<file path="config.mk">
export PLATFORM = sky130hd
export DESIGN_NAME = program_loader
export DESIGN_NICKNAME = d
export VERILOG_FILES = /design/src/rtl/program_loader_pkg.sv /design/src/rtl/cpu_mem_16x8.sv /design/src/rtl/program_loader.sv
export SDC_FILE = /design/constraint.sdc
export NUM_CORES = 1
export LEC_CHECK = 0
export BUFFER_PORTS_ARGS = -buffer_cell sky130_fd_sc_hd__buf_2
export CAP_MARGIN = 20
export CORE_AREA = 2 2 133 135
export DETAILED_ROUTE_END_ITERATION = 7
export DIE_AREA = 0 0 135 137
export PLACE_DENSITY = 0.62
export SYNTH_ARGS = -nofsm -noshare
export SYNTH_HDL_FRONTEND = slang
export SYNTH_HIERARCHICAL = 1
export SYNTH_SLANG_ARGS = --single-unit
</file>
<file path="constraint.sdc">
create_clock -name clk -period 3.3 [get_ports clk]
set_input_delay 0.66 -clock clk [delete_from_list [all_inputs] [get_ports clk]]
set_output_delay 0.66 -clock clk [all_outputs]
set_load 0.1 [all_outputs]
</file>
<file path="src/rtl/program_loader_pkg.sv">
// Shared constants for the program loader: memory geometry, release
// timing and the FSM state encoding.
package program_loader_pkg;

  localparam int ADDR_W         = 4;
  localparam int DATA_W         = 8;
  localparam int DEPTH          = 16;
  localparam int RELEASE_CYCLES = 2;
  // count must reach DEPTH, so it carries one bit more than the address.
  localparam int CNT_W          = ADDR_W + 1;

  localparam logic [1:0] ST_IDLE    = 2'd0;
  localparam logic [1:0] ST_LOAD    = 2'd1;
  localparam logic [1:0] ST_RELEASE = 2'd2;
  localparam logic [1:0] ST_RUN     = 2'd3;

endpackage

</file>
<file path="src/rtl/cpu_mem_16x8.sv">
// 16x8 program memory: synchronous write, combinational read on a shared
// address. The array has no reset, so its contents survive clr_n.
// Ports: clk, we (write enable), addr, wdata, rdata (combinational).
module cpu_mem_16x8
  import program_loader_pkg::*;
(
  input  logic              clk,
  input  logic              we,
  input  logic [ADDR_W-1:0] addr,
  input  logic [DATA_W-1:0] wdata,
  output logic [DATA_W-1:0] rdata
);

  logic [DATA_W-1:0] mem [DEPTH];

  always_ff @(posedge clk) begin
    if (we) mem[addr] <= wdata;
  end

  assign rdata = mem[addr];

endmodule

</file>
<file path="src/rtl/program_loader.sv">
// Program loader: holds a CPU in clear while a 16-byte image is streamed
// into its memory, then releases the CPU and hands it the memory port.
// Ports:
//   clk, clr_n (async active-low reset)
//   start, abort                          - load control
//   in_valid, in_data, in_ready           - image byte stream
//   cpu_read, cpu_write, cpu_address, cpu_memoryIn, cpu_memoryOut - CPU port
//   cpu_clr                               - high while the CPU is held
//   busy, done, count                     - load status
//   state                                 - registered FSM state (debug)
//
// Stream handshake: a byte transfers on a rising edge where in_valid and
// in_ready are both 1; in_ready is high only in LOAD and is withdrawn in a
// cycle carrying abort, so an aborting cycle never transfers a byte.
module program_loader
  import program_loader_pkg::*;
(
  input  logic              clk,
  input  logic              clr_n,
  input  logic              start,
  input  logic              abort,
  input  logic              in_valid,
  input  logic [DATA_W-1:0] in_data,
  output logic              in_ready,
  input  logic              cpu_read,
  input  logic              cpu_write,
  input  logic [ADDR_W-1:0] cpu_address,
  input  logic [DATA_W-1:0] cpu_memoryIn,
  output logic [DATA_W-1:0] cpu_memoryOut,
  output logic              cpu_clr,
  output logic              busy,
  output logic              done,
  output logic [CNT_W-1:0]  count,
  output logic [1:0]        state
);

  logic [ADDR_W-1:0] ptr;
  logic [1:0]        rel_cnt;
  logic              load_accept;
  logic              in_run;
  logic              mem_we;
  logic [ADDR_W-1:0] mem_addr;
  logic [DATA_W-1:0] mem_wdata;
  logic [DATA_W-1:0] mem_rdata;
  // Memory reads are unconditional in RUN, so cpu_read carries no function.
  logic              unused_cpu_read;

  assign unused_cpu_read = cpu_read;

  assign in_run      = (state == ST_RUN);
  assign in_ready    = (state == ST_LOAD) && !abort;
  assign load_accept = in_valid && in_ready;

  // Write-port mux: the loader owns the memory until RUN, then the CPU.
  assign mem_we    = load_accept || (in_run && cpu_write);
  assign mem_addr  = in_run ? cpu_address  : ptr;
  assign mem_wdata = in_run ? cpu_memoryIn : in_data;

  cpu_mem_16x8 u_mem (
    .clk   (clk),
    .we    (mem_we),
    .addr  (mem_addr),
    .wdata (mem_wdata),
    .rdata (mem_rdata)
  );

  // Status decoded from the registered state so reset forces them directly.
  assign cpu_clr       = !in_run;
  assign busy          = (state == ST_LOAD) || (state == ST_RELEASE);
  assign done          = in_run;
  assign cpu_memoryOut = in_run ? mem_rdata : '0;

  always_ff @(posedge clk or negedge clr_n) begin
    if (!clr_n) begin
      state   <= ST_IDLE;
      ptr     <= '0;
      count   <= '0;
      rel_cnt <= '0;
    end else begin
      case (state)
        ST_IDLE, ST_RUN: begin
          // abort wins over a simultaneous start.
          if (start && !abort) begin
            state <= ST_LOAD;
            ptr   <= '0;
            count <= '0;
          end
        end
        ST_LOAD: begin
          if (abort) begin
            state <= ST_IDLE;
          end else if (load_accept) begin
            ptr   <= ptr + 1'b1;
            count <= count + 1'b1;
            if (ptr == ADDR_W'(DEPTH - 1)) begin
              state   <= ST_RELEASE;
              rel_cnt <= '0;
            end
          end
        end
        ST_RELEASE: begin
          if (abort) begin
            state <= ST_IDLE;
          end else if (rel_cnt == 2'(RELEASE_CYCLES - 1)) begin
            state <= ST_RUN;
          end else begin
            rel_cnt <= rel_cnt + 1'b1;
          end
        end
        default: state <= ST_IDLE;
      endcase
    end
  end

endmodule

</file>
## After elaboration in Yosys (flattened, before gate mapping)

Memories as Yosys holds them, arrays and structs flattened.
Cells that the tools add are included.
Widths: inputs -> output; s select.

- Equal/unequal tests: 14
- Add/sub/neg operators: 3
- Muxes and demuxes: 26
- Reductions and logical operators: 15

Operators with widths:

| operator | number |
|---|---|
| $mux 2 | 11 |
| $mux 4 | 4 |
| $mux 8 | 2 |
| $mux 5 | 3 |
| $ne 2x2->1 const B | 5 |
| $pmux 5 s2 | 1 |
| $pmux 4 s2 | 1 |
| $reduce_and 4->1 | 2 |
| $ne 3x2->1 const B | 2 |
| $pmux 2 s3 | 1 |
| $reduce_and 6->1 | 1 |
| $add 5x1->5 const B | 1 |
| $add 4x1->4 const B | 1 |
| $eq 2x1->1 const B | 2 |
| $eq 2x2->1 const B | 2 |
| $eq 4x4->1 const B | 1 |
| $logic_and 1x1->1 | 4 |
| $pmux 2 s2 | 1 |
| $reduce_bool 2->1 | 2 |
| $ne 3x3->1 const B | 1 |
| $add 2x1->2 const B | 1 |
| $logic_not 1->1 | 2 |
| $logic_not 2->1 | 1 |
| $logic_or 1x1->1 | 2 |
| other kinds (3) | 4 |

- Flip-flop bits (word level): 13
- Memory bits (writable): 128
- Memories kept: 1
- Output and inout bits: 19
- Bits of input ports: 27

Memory list:

| memory | depth | width | read ports | clocked after memory_dff | write ports | line | RTL |
|---|---|---|---|---|---|---|---|
| u_mem.mem | 16 | 8 | 1 | 0 | 1 | cpu_mem_16x8.sv:14 | `logic [DATA_W-1:0] mem [DEPTH];` |

## Depth between registers and ports, before layout

Gate-level depths: netlist (run 1).

- Depth in word-level cells: 6
- Mapped depth: 10
- Mapped depth without buffers: 7

## Cells and area by module

The synthesis (run 1) kept the hierarchy.

Modules (own cells, without submodules):

| module | area an instance (µm²) | instances | seq. area each (µm²) | cells each |
|---|---|---|---|---|
| cpu_mem_16x8 | 4,907.2 | 1 | 3,843.7 | 222 |
| program_loader | 994.7 | 1 | 325.3 | 110 |

## Worst setup path before layout (run 1)

No wires, ideal clock.

- Kind: reg2out
- From: reg state[1]
- To: out cpu_memoryOut[4]
- Arrival: 4.079 ns
- Path slack: -1.439 ns
- Stages on the path, launching flop included: 11
- Path through: dfrtp_1 -> ha_1 -> clkbuf_1 -> nand2_1 -> o21ai_0 -> buf_2 -> buf_1 -> mux4_2 -> a22oi_1 -> nand2_1 -> and2_1

- Longest elaborated chain between the ends: 4

Ends and longest elaborated chain:

| item | line | RTL |
|---|---|---|
| start, declared | program_loader.sv:34 | `output logic [1:0] state` |
| start signal, assigned | program_loader.sv:75 | `state <= ST_IDLE;` |
| start signal, assigned | program_loader.sv:84 | `state <= ST_LOAD;` |
| start signal, assigned | program_loader.sv:91 | `state <= ST_IDLE;` |
| $eq 2x2->1 | program_loader.sv:50 | `assign in_run = (state == ST_RUN);` |
| named net done | program_loader.sv:32 | `output logic done,` |
| $mux 4 | program_loader.sv:56 | `assign mem_addr = in_run ? cpu_address : ptr;` |
| named net mem_addr[1] | program_loader.sv:42 | `logic [ADDR_W-1:0] mem_addr;` |
| $mem_v2 16x8 | - |  |
| named net mem_rdata[4] | program_loader.sv:44 | `logic [DATA_W-1:0] mem_rdata;` |
| $mux 8 | program_loader.sv:71 | `assign cpu_memoryOut = in_run ? mem_rdata : '0;` |
| end, declared | program_loader.sv:29 | `output logic [DATA_W-1:0] cpu_memoryOut,` |

The timed path passes the listed nets, and every way through them passes these cells.

## Worst setup path after layout (run 1)

- From: reg state[1]
- To: out cpu_memoryOut[3]

- Longest elaborated chain between the ends: 4

Ends and longest elaborated chain:

| item | line |
|---|---|
| $eq 2x2->1 | program_loader.sv:50 |
| $mux 4 | program_loader.sv:56 |
| named net mem_addr[0] | program_loader.sv:42 |
| $mem_v2 16x8 | - |
| named net mem_rdata[3] | program_loader.sv:44 |
| $mux 8 | program_loader.sv:71 |

The timed path passes the listed nets, and every way through them passes these cells.

==> flow_metrics.env, run 1 <==
export IMPL_cts_root_buf="clkbuf_16"
export IMPL_cts_buffers=17
export IMPL_stdcell_area_um2=7480
export IMPL_clk_pin_slew_ns=0.05
export IMPL_finalHoldViolCount=0
export IMPL_hold_ws_ns=0.149
export IMPL_final_net_count=455
export IMPL_grt_pass1_wl_mm=19.6
export IMPL_h_tree_depth=4
export IMPL_hp_class="in2async"
export IMPL_worst_slack_ns=-0.145
export IMPL_cts_sinks=141
export IMPL_initialDrtViolationCount=241
export IMPL_fin_util_pct=43.8
export IMPL_ys_top_cells_by_area="edfxtp_1 65%, mux4_2 12%, dfrtp_1 5.5%, mux2_2 2.1%, a22oi_1 2.0%"
export IMPL_first_pass_iters=4
export IMPL_syn_num_nets=365
export IMPL_rsz0062_at_grt="true"
export IMPL_clock_latency_ns=0.41
export IMPL_critPathArrivalTime_ns=2.79
export IMPL_syn_cell_area_um2=5900
export IMPL_synth_top_area_share_pct=65.1
export IMPL_n_antenna_cell=0
export IMPL_cts_buffer_depth=2
export IMPL_finalCriticalPeriod_ns=3.45
export IMPL_cts_tree="built"
export IMPL_areaGrowthSynthToFinish_pct=26.7
export IMPL_vias=3329
export IMPL_ant_nets=0
export IMPL_io_pins=46
export IMPL_synthCells=332
export IMPL_fin_skew_ns=0.00765
export IMPL_p_leak_nw=2.59
export IMPL_finalNonFillerCells=656
export IMPL_ctsHoldBuffers=0
export IMPL_power_density_nw_per_um2=719
export IMPL_drcViolationCount=0
export IMPL_yosysWarnings=6
export IMPL_crit_path_end_kind="output port"
export IMPL_place_inst=622
export IMPL_fmax_ghz=0.290
export IMPL_drive_gt1_share_pct=41.8
export IMPL_slew_headroom_pct=61.9
export IMPL_via_per_inst=5.07
export IMPL_async_flop_share_pct=9.22
export IMPL_irDropWorstVdd_mv=0.388
export IMPL_cp_required_ns=2.64
export IMPL_cap_violations=0
export IMPL_final_common_cell="edfxtp_1"
export IMPL_post_dp_hpwl_mm=8.37
export IMPL_placed_area_um2=6710
export IMPL_final_cell_mix="128 x edfxtp_1, 36 x buf_2, 35 x buf_4, 32 x mux4_2, 17 x clkbuf_16"
export IMPL_die_area_um2=18500
export IMPL_grt_overflow_total=0
export IMPL_yosysSeqAreaShare_pct=70.6
export IMPL_initial_core_util_pct=34.6
export IMPL_postSynthAreaPerCell_um2=17.8
export IMPL_antenna_found_initial=0
export IMPL_worst_pin_slew_ns=0.566
export IMPL_period_share_pct=104
export IMPL_port_buffers=44
export IMPL_violations="negative setup slack"
export IMPL_ys_flop_type="edfxtp_1"
export IMPL_grtUsageTotal_pct=14.7
export IMPL_worstPathMaxFanout=5
export IMPL_synth_seq_cells=141
export IMPL_fp_dieH_um=137
export IMPL_synth_edff_count=128
export IMPL_grt_max_degree=17
export IMPL_die_width_um=135
export IMPL_crit_start="state[1]"
export IMPL_slew_violations=0
export IMPL_finalSetupViolCount=8
export IMPL_core_um2=17100
export IMPL_ff2ff_path_depth=8
export IMPL_gp_congestion=0.798
export IMPL_grt_pass1_vias=3491
export IMPL_post_drt_wl_per_cell_um=19.2
export IMPL_status="finished, violations left"
export IMPL_row_count=48
export IMPL_synth_top_cell_by_area="edfxtp_1"
export IMPL_start_kind="flop"
export IMPL_yosysUniqueCellTypes=39
export IMPL_worstReg2RegStart="state[1]"
export IMPL_routed_wl_mm=12.6
export IMPL_critPathKind="reg2out"
[report_power, final]
group | switching, W | total (W) | internal [W]
combinational | 0.000895 | 0.00166 | 0.000767
sequential | 0.0000492 | 0.00208 | 0.00203
clock | 0.000623 | 0.00163 | 0.00101
total | 0.00157 | 0.00537 | 0.00381
[repair_timing]
item | 4_1_cts | 5_1_grt
endpoints found under the setup margin | 8 | 8
cloned | 3 | 0
resized for setup | 39 | 6
pin swaps | 13 | 1
setup buffers | 2 | 1
[Yosys cell counts (2+ instances only)]
library cell and number:
mux2_2 11, nor2_1 13, a21oi_1 5, nand2b_1 4, ha_1 6, mux4_2 32, inv_1 7, clkbuf_1 5
o21ai_1 9, edfxtp_1 128, buf_1 4, a22oi_1 16, nor4_1 2, dfrtp_1 13, nand3b_1 4, o31ai_1 3
nand3_1 6, nor3_1 4, and2_1 12, o21ai_0 4, buf_6 3, nand2_1 17, buf_2 2, nor2b_1 7
[final timing paths]
path,endpoint,slack (ns)
max in group asynchronous,state[0],2.88
min,ptr[1],0.15
max reg2reg,u_mem/mem[0][1],0.83
min reg2reg,rel_cnt[0],0.48
min in group clk,rel_cnt[0],0.48
max,cpu_memoryOut[3],-0.15
[layout make-up]
type	count	area (um^2)
Clock buffer	24	452
Inverter	7	26.3
Sequential cell	141	4180
Clock inverter	4	43.8
Multi-Input combinational cell	168	1730
Tap cell	225	282
Timing Repair Buffer	87	767
Fill cell	1471	9580
[logic make-up (layout without fill, tap and decap cells)]
family / Yosys count / in the layout / share of synthesized area (%)
mux: 43 / 43 / 14.3
simple gates: 77 / 77 / 7.12
compound gates: 42 / 42 / 4.69
flops: 141 / 141 / 70.6
fa+ha+maj: 6 / 6 / 1.27
buf+inv: 23 / 122 / 1.97
[worst max-delay path, cell delays in order, from the launching register on]
cell     delay, ns
dfrtp_4       0.48
ha_4          0.18
mux2_4        0.39
buf_12        0.18
buf_12        0.13
mux4_2        0.42
a22oi_2       0.16
nand2_1       0.10
and2_4        0.16
buf_12        0.16
[metrics by stage]
| step | setup TNS [ns] | total power, W | setup slack [ns] |
|---|---|---|---|
| finish | -1.00 | 0.00537 | -0.145 |
| global route | -1.69 | 0.00560 | -0.231 |
| CTS | -1.41 | 0.00542 | -0.194 |
| detailed placement | 0 | 0.00358 | 0.0200 |
| global placement | 0 | 0.00355 | 0.0392 |
| floorplan | 0 | 0.00314 | 0.0256 |
[sequential cells by signal, indices dropped and copies added, names as in the netlist]
name	flops
u_mem/mem	128
count	5
ptr	4
rel_cnt	2
state	2
[routing by layer]
layer	vias up	share of wire [%]	GRT usage (%)
met1	1743	42	17.2
met2	65	52	25.5
met4	0	2.0	6.02
li1	1505	-	-
met3	16	3.6	4.33
met5	-	0	0
Note: power is estimated with default switching activity, not from simulation.
==> run 2, diff against run 1 <==
--- a/config.mk
+++ b/config.mk
@@ -7,10 +7,11 @@
 export LEC_CHECK = 0
 export BUFFER_PORTS_ARGS = -buffer_cell sky130_fd_sc_hd__buf_2
 export CAP_MARGIN = 20
-export CORE_AREA = 2 2 133 135
+export CORE_AREA = 2 2 112 114
 export DETAILED_ROUTE_END_ITERATION = 7
-export DIE_AREA = 0 0 135 137
-export PLACE_DENSITY = 0.62
+export DIE_AREA = 0 0 114 116
+export PLACE_DENSITY = 0.78
+export SLEW_MARGIN = 15
 export SYNTH_ARGS = -nofsm -noshare
 export SYNTH_HDL_FRONTEND = slang
 export SYNTH_HIERARCHICAL = 1
==> run 2 against run 1 <==
Net effect: the run still ends with negative setup slack left; largest power group unchanged; die area down 28%; total power up 0.14%; wire length down 1.1%; highest routed layer unchanged; largest cell class unchanged; clock-buffer cell count down 6.
==> flow_metrics.env, run 2 (same netlist as run 1, synthesis figures left out) <==
export IMPL_fmax_ghz=0.294
export IMPL_reg2reg_slack_ns=0.57
export IMPL_die_area_um2=13200
export IMPL_finalSetupViolCount=8
export IMPL_ff2ff_path_depth=6
export IMPL_slew_headroom_pct=67.2
export IMPL_n_antenna_cell=0
export IMPL_die_width_um=114
export IMPL_final_common_cell="edfxtp_1"
export IMPL_routed_wl_mm=12.4
export IMPL_period_share_pct=103
export IMPL_placed_area_um2=6530
export IMPL_grt_pass1_wl_mm=18.9
export IMPL_finalHoldViolCount=0
export IMPL_cts_tree="built"
export IMPL_finalPower_w=0.00538
export IMPL_cts_root_buf="clkbuf_16"
export IMPL_p_leak_nw=2.55
export IMPL_drive_gt1_share_pct=42.7
export IMPL_slew_violations=0
export IMPL_fp_dieH_um=116
export IMPL_largest_reg_flops=128
export IMPL_crit_path_end_kind="output port"
export IMPL_final_cell_mix="128 x edfxtp_1, 36 x buf_2, 32 x buf_4, 32 x mux4_2"
export IMPL_power_frac_clock_pct=33.4
export IMPL_pwr_share_seq_pct=38.6
export IMPL_ant_nets=0
export IMPL_grt_max_degree=24
export IMPL_core_um2=11900
export IMPL_gp_congestion=0.789
export IMPL_clock_latency_ns=0.42
export IMPL_irDropWorstVdd_mv=0.439
export IMPL_cap_violations=0
export IMPL_antenna_found_initial=0
export IMPL_violations="negative setup slack"
export IMPL_start_kind="flop"
export IMPL_areaGrowthSynthToFinish_pct=24.5
export IMPL_cts_buffers=17
export IMPL_grtUsageTotal_pct=20.4
export IMPL_worst_slack_ns=-0.106
export IMPL_port_buffers=44
export IMPL_worst_pin_slew_ns=0.488
export IMPL_io_pins=46
export IMPL_stdcell_area_um2=7350
export IMPL_clk_pin_slew_ns=0.06
export IMPL_p_sw_w=0.00166
export IMPL_initial_core_util_pct=49.5
export IMPL_post_dp_hpwl_mm=7.97
export IMPL_hold_ws_ns=0.125
export IMPL_fin_skew_ns=0.00925
export IMPL_p_int_w=0.00372
export IMPL_drcViolationCount=0
export IMPL_first_pass_iters=5
export IMPL_critPathArrivalTime_ns=2.75
export IMPL_ctsHoldBuffers=0
export IMPL_cts_sinks=141
export IMPL_critPathKind="reg2out"
export IMPL_via_per_inst=5.83
export IMPL_cts_buffer_depth=2
export IMPL_hp_class="in2async"
export IMPL_power_density_nw_per_um2=732
export IMPL_worstPathMaxFanout=6
export IMPL_sw_frac_of_total_pct=30.9
export IMPL_vias=3358
export IMPL_status="finished, violations left"
export IMPL_rsz0062_at_grt="true"
export IMPL_post_drt_wl_per_cell_um=21.6
export IMPL_initialDrtViolationCount=307
export IMPL_final_net_count=449
export IMPL_top_register="u_mem/mem"
export IMPL_p_comb_share_pct=28.0
export IMPL_h_tree_depth=4
export IMPL_finalCriticalPeriod_ns=3.41
export IMPL_row_count=40
export IMPL_top_regs="u_mem/mem: 128 flops, count: 5 flops, ptr: 4 flops"
export IMPL_grt_pass1_vias=3412
export IMPL_cp_required_ns=2.64
export IMPL_grt_overflow_total=0
export IMPL_place_ws_ns=0.000519
[run 2: cell count changes in the layout (fill, tap and decap cells not counted), moves of 2 or more]
cell        delta
nand2_2        -2
inv_6          +4
buf_16         -3
clkbuf_1       -6
clkinv_2       -2
clkinvlp_4     +6
clkinv_4       +3
nand2_1        +2
buf_4          -3
[run 2: layout make-up]
| type | count | area [um^2] |
|---|---|---|
| multi-input cells | 168 | 1730 |
| clock buffers | 18 | 429 |
| inverters | 7 | 26.3 |
| well taps | 147 | 184 |
| flip-flops and latches | 141 | 4180 |
| repair buffers | 81 | 671 |
| clock inverters | 14 | 136 |
| fillers | 824 | 4560 |
[run 2: path summary, 6_finish.rpt]
path | startpoint | end
max in group asynchronous | clr_n | state[1]
min reg2reg | count[4] | count[4]
min | clr_n | ptr[3]
min in group clk | count[4] | count[4]
max reg2reg | state[1] | u_mem/mem[0][6]
max | state[1] | cpu_memoryOut[0]
[run 2: power by group through the flow]
stage	Combinational, W	Clock (W)	Sequential (W)
6_report	0.00151	0.00180	0.00208
3_5_place_dp	0.00137	0	0.00211
3_3_place_gp	0.00133	0	0.00211
2_1_floorplan	0.000879	0	0.00227
4_1_cts	0.00154	0.00182	0.00207
5_1_grt	0.00161	0.00190	0.00208
[run 2: repair_timing]
item / CTS / global route
buffers inserted: 6 / 0
cloned: 1 / 0
hold endpoints to repair: 0 / 0
gates resized for setup: 43 / 6
pin swaps: 5 / 2
endpoints found under the setup margin: 8 / 8
[run 2: metrics by stage]
step	setup TNS, ns	utilization [%]	cells
after floorplan	0	-	332
after global placement	0	54.8	538
after detailed placement	0	54.8	538
after CTS	-0.805	61.7	577
after global routing	-1.27	61.7	576
final	-0.636	61.7	576
[run 2: critical path, stage by stage (launching register included)]
cell and delay [ns]:
dfrtp_4 0.49, ha_4 0.20, mux2_4 0.38, buf_8 0.17
mux4_2 0.45, a22oi_2 0.23, nand2_1 0.10, and2_4 0.15
buf_12 0.16
[run 2: routing by layer]
| layer | wire length, um | track usage (%) | up-vias |
|---|---|---|---|
| met5 | 0 | 0 | - |
| met4 | 281 | 8.86 | 0 |
| met3 | 829 | 6.22 | 22 |
| met2 | 6350 | 33.9 | 123 |
| met1 | 4990 | 24.9 | 1716 |
| li1 | - | - | 1497 |
==> run 3, diff against run 2 <==
--- a/config.mk
+++ b/config.mk
@@ -7,10 +7,10 @@
 export LEC_CHECK = 0
 export BUFFER_PORTS_ARGS = -buffer_cell sky130_fd_sc_hd__buf_2
 export CAP_MARGIN = 20
-export CORE_AREA = 2 2 112 114
+export CORE_AREA = 2 2 157 82
 export DETAILED_ROUTE_END_ITERATION = 7
-export DIE_AREA = 0 0 114 116
-export PLACE_DENSITY = 0.78
+export DIE_AREA = 0 0 159 84
+export PLACE_DENSITY = 0.79
 export SLEW_MARGIN = 15
 export SYNTH_ARGS = -nofsm -noshare
 export SYNTH_HDL_FRONTEND = slang
==> run 3 against run 2 <==
Net effect: the run still ends with negative setup slack left; sequential share of layout area about the same; worst hold slack improved by 0.013 ns; wire length increased by 3.0%; utilization decreased by 1.4 points; final area about the same; critical path depth unchanged; combinational power increased by 3%; global-route usage increased by 0.082 points; critical path type unchanged; highest routed layer unchanged.
==> flow_metrics.env, run 3 (same netlist as run 1, synthesis figures left out) <==
export IMPL_status="finished, violations left"
export IMPL_violations="negative setup slack"
export IMPL_via_per_inst=5.73
export IMPL_finalSetupViolCount=8
export IMPL_crit_path_top_delay_cell="mux4_2"
export IMPL_period_share_pct=106
export IMPL_drcViolationCount=0
export IMPL_h_tree_depth=4
export IMPL_stdcell_area_um2=7350
export IMPL_fp_dieH_um=84
export IMPL_post_drt_wl_per_cell_um=21.6
export IMPL_final_common_cell="edfxtp_1"
export IMPL_n_antenna_cell=0
export IMPL_reg2reg_slack_ns=0.43
export IMPL_cp_required_ns=2.64
export IMPL_crit_chain="ha_4, mux2_4, buf_12, mux4_2, a22oi_2, nand2_1, and2_4, buf_12"
export IMPL_worst_slack_ns=-0.188
export IMPL_final_cell_mix="128 x edfxtp_1, 36 x buf_2, 32 x mux4_2, 23 x buf_4"
export IMPL_largest_reg_flops=128
export IMPL_irDropWorstVdd_mv=0.387
export IMPL_critPathKind="reg2out"
export IMPL_clock_latency_ns=0.42
export IMPL_vias=3390
export IMPL_cts_buffers=17
export IMPL_finalPower_w=0.00547
export IMPL_grt_pass1_wl_mm=19.3
export IMPL_cts_sinks=141
export IMPL_final_net_count=443
export IMPL_grtUsageTotal_pct=20.4
export IMPL_top_regs="u_mem/mem: 128 flops, count: 5 flops, ptr: 4 flops"
export IMPL_die_width_um=159
export IMPL_grt_overflow_total=0
export IMPL_cap_violations=0
export IMPL_finalCriticalPeriod_ns=3.49
export IMPL_worst_pin_slew_ns=0.760
export IMPL_clk_pin_slew_ns=0.06
export IMPL_gp_congestion=0.929
export IMPL_top_register="u_mem/mem"
export IMPL_start_kind="flop"
export IMPL_grt_max_degree=29
export IMPL_slowest_delay_ns=0.56
export IMPL_critPathBufInv=2
export IMPL_slew_headroom_pct=48.9
export IMPL_die_area_um2=13400
export IMPL_crit_path_end_kind="output port"
export IMPL_areaGrowthSynthToFinish_pct=24.5
export IMPL_ant_nets=0
export IMPL_finalHoldViolCount=0
export IMPL_drive_gt1_share_pct=40.5
export IMPL_fmax_ghz=0.287
export IMPL_slew_violations=0
export IMPL_fin_skew_ns=0.00658
export IMPL_core_um2=12200
export IMPL_crit_path_frequent_cell="buf_12"
export IMPL_worstPathMaxFanout=9
export IMPL_p_leak_nw=2.55
export IMPL_grt_pass1_vias=3304
export IMPL_port_buffers=44
export IMPL_power_density_nw_per_um2=745
export IMPL_crit_start="state[1]"
export IMPL_placed_area_um2=6540
export IMPL_cts_tree="built"
export IMPL_tns_ns=-1.24
export IMPL_post_dp_hpwl_mm=8.33
export IMPL_initialDrtViolationCount=447
export IMPL_antenna_found_initial=1
export IMPL_hp_class="in2async"
export IMPL_cts_buffer_depth=2
export IMPL_routed_wl_mm=12.8
export IMPL_critPathArrivalTime_ns=2.83
export IMPL_cts_root_buf="clkbuf_16"
export IMPL_rsz0062_at_grt="true"
export IMPL_row_count=29
export IMPL_crit_family="multiplexers"
export IMPL_first_pass_iters=5
export IMPL_io_pins=46
export IMPL_worstReg2RegStart="state[1]"
export IMPL_initial_core_util_pct=48.4
## run 3: cell type report
type	instances	area, um^2
timing repair buffer	75	653
tap	170	213
fill	867	4850
clock buffer	17	425
multi-input combinational	168	1710
clock inverter	14	145
inverter	7	26.3
sequential	141	4180
## run 3: path summary, 6_finish.rpt
path / end / cells after the start
min in group clk: count[4] / 1
max reg2reg: u_mem/mem[0][4] / 8
max in group asynchronous: state[1] / 1
min: state[0] / 1
min reg2reg: count[4] / 1
max: cpu_memoryOut[2] / 8
## run 3: worst register-to-register path: stages, from the launching register on
cell	delay (ns)
dfrtp_4	0.50
buf_4	0.16
inv_1	0.05
ha_1	0.47
nor2b_4	0.29
a22o_1	0.23
or3b_2	0.51
nor3_1	0.15
buf_4	0.21
## run 3: where the power goes
group / leakage (nW) / internal [W] / switching (W) / total (W)
Clock: 0.275 / 0.00111 / 0.000726 / 0.00183
Combinational: 0.952 / 0.000657 / 0.000904 / 0.00156
Sequential: 1.32 / 0.00203 / 0.0000508 / 0.00208
## run 3: routing by layer
layer  track usage (%)  part of all wire, %
met5                 0                    0
met4              6.53                  1.4
met3              5.76                  8.1
met2              29.1                   44
met1              30.7                   46
## run 3: metrics by stage
stage | cells | worst slack, ns | util (%) | hold WS (ns)
global route | 592 | -0.269 | 60.3 | 0.145
global placement | 555 | 0.123 | 53.7 | 0.462
detailed placement | 555 | 0.0960 | 53.7 | 0.491
floorplan | 332 | 0.0256 | - | 0.364
CTS | 592 | -0.179 | 60.1 | 0.125
finish | 592 | -0.188 | 60.3 | 0.137
## run 3: timing repair
item,4_1_cts,5_1_grt
setup buffers,4,0
pin swaps,8,1
resized for setup,35,5
hold endpoints to repair,0,0
endpoints found under the setup margin,8,8
hold buffers,0,0
cloned,2,0
